**config.mk**
```make
export PLATFORM = sky130hd
export DESIGN_NAME = mem_port_arbiter
export DESIGN_NICKNAME = d
export VERILOG_FILES = /design/src/rtl/mem_port_arbiter.sv
export SDC_FILE = /design/constraint.sdc
export NUM_CORES = 1
export LEC_CHECK = 0
export CAP_MARGIN = 20
export CORE_MARGIN = 2
export CORE_UTILIZATION = 20
export DETAILED_ROUTE_END_ITERATION = 8
export PLACE_DENSITY = 0.75
export SLEW_MARGIN = 20
export SYNTH_ARGS = -nofsm -noshare
export SYNTH_HDL_FRONTEND = slang
export SYNTH_SLANG_ARGS = --single-unit
```
**constraint.sdc**
```tcl
create_clock -name clk_i -period 1.42 [get_ports clk_i]
set_input_delay 0.284 -clock clk_i [delete_from_list [all_inputs] [get_ports clk_i]]
set_output_delay 0.284 -clock clk_i [all_outputs]
set_load 0.05 [all_outputs]
```
**src/rtl/mem_port_arbiter.sv**
```systemverilog
// Shares the single interleaved_memory port between the JTAG loader and the core.
// Latency: grants are same-cycle combinational; core read data returns 1 cycle after grant.
// Backpressure: JTAG has priority; a refused core is forced through after STARVE_LIMIT cycles.

package mem_port_arbiter_pkg;
    typedef enum logic [1:0] {
        BYTE = 2'd0,
        HALF = 2'd1,
        WORD = 2'd2
    } mem_width_t;
endpackage

module mem_port_arbiter
    import mem_port_arbiter_pkg::*;
#(
    parameter int ADDR_W       = 10,
    parameter int DATA_W       = 32,
    parameter int STARVE_LIMIT = 4
) (
    input  logic              clk_i,
    input  logic              rst_ni,
    input  logic              j_req_i,
    input  logic [ADDR_W-1:0] j_addr_i,
    input  logic [7:0]        j_data_i,
    output logic              j_gnt_o,
    input  logic              c_req_i,
    input  logic              c_we_i,
    input  mem_width_t        c_width_i,
    input  logic [ADDR_W-1:0] c_addr_i,
    input  logic [DATA_W-1:0] c_data_i,
    output logic              c_gnt_o,
    output logic              c_rvalid_o,
    output logic [DATA_W-1:0] c_rdata_o,
    output logic [ADDR_W-1:0] mem_addr_o,
    output logic [DATA_W-1:0] mem_data_o,
    output mem_width_t        mem_width_o,
    output logic              mem_we_o,
    input  logic [DATA_W-1:0] mem_data_i
);

    localparam int                WAIT_W  = $clog2(STARVE_LIMIT + 1);
    localparam logic [WAIT_W-1:0] LIMIT_V = WAIT_W'(STARVE_LIMIT);

    logic [WAIT_W-1:0] r_wait;
    logic              r_rd_pend;
    logic              w_force;
    logic              w_c_gnt;
    logic              w_j_gnt;

    // Grants are held low during reset even though the requests may be live.
    always_comb begin
        w_force = c_req_i && (r_wait == LIMIT_V);
        w_c_gnt = rst_ni && c_req_i && (!j_req_i || w_force);
        w_j_gnt = rst_ni && j_req_i && !w_c_gnt;
    end

    assign j_gnt_o = w_j_gnt;
    assign c_gnt_o = w_c_gnt;

    always_comb begin
        mem_addr_o  = '0;
        mem_data_o  = '0;
        mem_width_o = BYTE;
        mem_we_o    = 1'b0;
        if (w_j_gnt) begin
            mem_addr_o  = j_addr_i;
            mem_data_o  = {{(DATA_W-8){1'b0}}, j_data_i};
            mem_width_o = BYTE;
            mem_we_o    = 1'b1;
        end else if (w_c_gnt) begin
            mem_addr_o  = c_addr_i;
            mem_data_o  = c_data_i;
            mem_width_o = c_width_i;
            mem_we_o    = c_we_i;
        end
    end

    always_ff @(posedge clk_i) begin
        if (!rst_ni) begin
            r_wait    <= '0;
            r_rd_pend <= 1'b0;
        end else begin
            r_rd_pend <= w_c_gnt && !c_we_i;
            if (!c_req_i || w_c_gnt) begin
                r_wait <= '0;
            end else if (r_wait != LIMIT_V) begin
                r_wait <= r_wait + 1'b1;
            end
        end
    end

    // A read granted just before reset asserts must not surface its data.
    assign c_rvalid_o = r_rd_pend && rst_ni;
    assign c_rdata_o  = c_rvalid_o ? mem_data_i : '0;

    a_one_grant: assert property (@(posedge clk_i) !(j_gnt_o && c_gnt_o));

endmodule

```
Word-level counts from Yosys, hierarchy flattened
Cells that the tools add are included. W data, S select, Z words.

Output and inout port bits: 80. Bits in registers: 4. Word-level logic and storage cells: 29. Bits of input ports: 99.

Bitwise operators: 1. Equality and inequality tests: 2. Multiplexer cells: 9. Add/subtract/negate cells: 1. Reduce and logical (&&, ||, !) cells: 14.

Operators with widths (count): $mux W32 (3); $mux W10 (2); $logic_and A1 B1 Y1 (7); $logic_not A1 Y1 (4); $mux W2 (2); $add A3 B1 Y3 const B (1); $eq A3 B3 Y1 const B (1); $ne A3 B3 Y1 const B (1); $logic_or A1 B1 Y1 (2); $mux W1 (2); $reduce_or A2 Y1 (1); $not A1 Y1 (1).

Logic depth before layout (Yosys ltp)
Depth in word-level cells: 7. Depth in mapped cells: 6. Mapped depth without buffers: 4.

Least setup slack after synthesis
No wires, ideal clock.

Kind: reg2out. From: register r_wait[0]. To: output port j_gnt_o. Path slack: -0.574 ns. Data required time: 1.136 ns. Data arrival time: 1.710 ns. Stages on the path, launching flop included: 7. Path buffers: 2. Path through: dfxtp_1 > inv_1 > ha_1 > and3_1 > buf_6 > buf_6 > nor2_1.

Cells in the longest elaborated chain, start to end: 6.

Ends and longest elaborated chain: start: declaration (line 44) `logic [WAIT_W-1:0] r_wait;`; start signal: assignment (line 87) `r_wait <= r_wait + 1'b1;`; $eq A3 B3 Y1 (line 52) `w_force = c_req_i && (r_wait == LIMIT_V);`; $logic_and A1 B1 Y1 (line 52); $logic_or A1 B1 Y1 (line 53) `w_c_gnt = rst_ni && c_req_i && (!j_req_i || w_force);`; $logic_and A1 B1 Y1 (line 53); $logic_not A1 Y1 (line 54) `w_j_gnt = rst_ni && j_req_i && !w_c_gnt;`; $logic_and A1 B1 Y1 (line 54); end: declaration (line 25) `output logic j_gnt_o,`.

Every way passes these cells.

Final worst setup path
From: register r_wait[1]. To: output port mem_addr_o[1].

Cells in the longest elaborated chain, start to end: 7.

Ends and longest elaborated chain: $eq A3 B3 Y1 * (line 52); $logic_and A1 B1 Y1 * (line 52); $logic_or A1 B1 Y1 * (line 53); $logic_and A1 B1 Y1 * (line 53); $logic_not A1 Y1 (line 54); $logic_and A1 B1 Y1 (line 54); $mux W10 * (line 65) `if (w_j_gnt) begin`; end: declaration (line 34) `output logic [ADDR_W-1:0] mem_addr_o,`.

Mark *: on every way between the ends. The rest lies on a longest branch, timed or not.

==> key figures <==
Yosys
  • Adder-Cell Fraction of Synth Area: 0.02331
  • Post-synthesis xor/xnor area fraction: 0
  • Top post-synthesis cells by area: and3_1 (35%), nand3_1 (17%), o22ai_2 (10%), dfxtp_1 (7.5%), o22ai_1 (5.2%)
  • Yosys warns: 0
  • Mapped Area: 0.001074 sq mm
  • Compound-Gate Fraction of Synth Area: 0.1923
  • Netlist cell types: 22
  • Largest family of logic cells by synthesized area: simple AND/OR/NAND/NOR gates
  • Yosys top cell area share: 0.3497
  • Syn_nets: 263
  • Leading area contributor after synthesis: and3_1
  • Post-synthesis mux area share: 0
  • Sequential share of the synthesized area: 0.07459
  • Post-synthesis simple-gate area fraction: 0.5816
  • Cell count after synthesis: 162
  • Avg Cell Area, Syn: 6.627 sq um
  • Synth Register Bits: 4

Timing
  • Setup ws final: -0.3583 ns
  • Max Slew Vio Count: 0
  • RSZ-0062 raised after global routing: yes
  • Setup_tns: -14.38 ns
  • Maximum clock rate: 562.3 MHz
  • Hold WS: 0.5253 ns
  • Clock skew: 0.001086 ns
  • Slew of the pin with the lowest slew margin: 0.2624 ns
  • Final setup violation count: 48
  • Clock period minus worst slack: 1.778 ns
  • Hold Violations, Final: 0
  • Tcrit/Tclk final: 1.252
  • Slew HR: 0.8251

Layout
  • Diode count: 0
  • Area of the multi-input gates: 0.001425 sq mm
  • Share of layout cells above drive strength 1: 0.5886
  • Layout area overhead: 316.3%
  • Post-Layout Cell Count: 420
  • Final layout net count: 453
  • FILL cells: 238
  • Register area: 85.08 sq um

Drt
  • Detailed-router iteration count before antenna repair: 4
  • Post-route ant nets: 0
  • Initial DRC Count: 89
  • DRT Wirelength: 8733 um
  • Vias: 2142
  • Drt via density: 5.100
  • Drc violations: 0
  • WL/cell: 20.79 um

Die
  • Total die area: 0.005970 sq mm
  • Core box area: 0.005140 sq mm
  • DIE HEIGHT: 77.27 um
  • Row Count: 26
  • Ports: 179
  • Chip Width: 77.27 um
  • Initial Utilization: 0.2089

Global route
  • Total grt overflow: 0
  • Largest net degree at the start of global routing: 34
  • Overall Global Routing Usage: 0.2291
  • First-pass GRT wire length: 11140 um
  • Initial antenna violation count: 0
  • Vias in the first global route: 2135

Worst hold path
  • Worst hold path class: reg -> reg

Placement
  • Port Buffers: 178
  • Dpl ws: -0.5767 ns
  • Dpl cells: 408
  • DP Wirelength: 5510 um
  • Final GP Congestion: 0.7291

Clocking
  • Longest Clk Path Bufs: 2
  • Worst-Skew Late Latency: 0.21 ns
  • CTS Buf Count: 3
  • CTS Sinks: 4
  • Clock Pin Slew Worst Setup and Hold Paths: 0.03 ns
  • Hold buffer count at CTS: 0
  • H-tree levels: 1
  • CTS tree: done
  • Root buffer cell: clkbuf_8

Worst setup path
  • Crit-path max FO: 9
  • Critical Path AT: 1.49 ns
  • Crit start category: register
  • R2R Setup Slk: 0 ns
  • Critical path required time: 1.14 ns
  • CP endpoint kind: output pin
  • CP Class: reg -> out

Power
  • Leak Pwr: 1.712 nW
  • PwrDens: 340.4 mW/mm^2
  • Maximum vdd drop: 0.2827 mV

Status
  • Violated checks: negative setup slack
  • Status: finished, violations left

Run
  • Maxcap violations: 0
power breakdown:
group | internal, W | switching [W] | leakage, nW
sequential | 0.000116 | 0.00000242 | 0.0343
combinational | 0.000640 | 0.000531 | 1.66
clock | 0.000180 | 0.0000526 | 0.0216
flip-flops by register name, summed over array words and instances, names as in the netlist:
| signal | count |
|---|---|
| r_rd_pend | 1 |
| r_wait | 3 |
path summary, 6_finish.rpt:
check	startpoint	to	cells past startpoint
worst max-delay path	r_wait[1]	mem_addr_o[1]	6
worst min-delay path	r_wait[0]	r_wait[0]	2
worst max register to register	r_wait[1]	r_wait[0]	7
worst min register to register	r_wait[0]	r_wait[0]	2
worst max-delay path, cell delays in order, from the launching register on:
cell     delay (ns)
dfxtp_2        0.33
inv_2          0.05
ha_4           0.18
and3_4         0.21
buf_12         0.16
o22ai_4        0.17
buf_6          0.18
what timing repair did:
action / 4_1_cts / 5_1_grt
pin swaps: 3 / 3
cloned: 3 / 2
setup buffers: 4 / 0
endpoints found under the setup margin: 52 / 81
resized for setup: 42 / 36
layer usage:
layer	share of wire	up-vias	track usage	wire, um
met4	0.017	0	0.03393	152
met5	0	-	0	0
met2	0.55	114	0.4348	4845
li1	-	988	-	-
met1	0.35	1024	0.2486	3092
met3	0.074	16	0.07647	643
placed cells by master (no fill, tap or decap), drive strengths merged, types with 3 or more instances in the layout:
master and instances:
clkdlybuf4s50 95, nand3 37, clkbuf 6, a21bo 3
and3 60, nor2 3, dfxtp 4, o22ai 18
buf 106
logic make-up (layout without fill, tap and decap cells):
logic type                 count (synthesis)  after routing
AOI/OAI and AO/OA                         22             24
and+or+nand+nor                          108            108
adders and majority gates                  2              2
DFF                                        4              4
buffers and inverters                     26            212
cell usage after synthesis:
| master | n |
|---|---|
| dfxtp_1 | 4 |
| ha_1 | 2 |
| clkbuf_1 | 10 |
| and2_1 | 2 |
| nand3b_1 | 1 |
| inv_1 | 2 |
| buf_4 | 4 |
| buf_2 | 8 |
| and3_1 | 60 |
| nand3_1 | 37 |
| nand2_1 | 2 |
| nor2_1 | 3 |
| o221a_2 | 1 |
| or3b_1 | 1 |
| a21boi_2 | 1 |
| a21oi_1 | 1 |
| o22ai_2 | 9 |
| o22ai_1 | 9 |
| a21bo_2 | 1 |
| nor3_2 | 1 |
| nand2b_1 | 1 |
| buf_6 | 2 |
metrics by stage:
step                      utilization  area [sq um]  total power [W]
after CTS                      0.8274          4253         0.001468
after detailed placement       0.7729          3973         0.001155
after global placement         0.7729          3973         0.001139
final                          0.8695          4469         0.001521
after global routing           0.8695          4469         0.001579
after floorplan                     -          1434        0.0006093
cell type report:
type                       instances  share of cell area
clock buffer                       3            0.009239
inverter                           2            0.001680
multi-input combinational        134              0.3189
sequential                         4             0.01904
tap                               70             0.01960
timing repair buffer             207              0.6316
No activity file was read; power rests on OpenSTA's default activity.
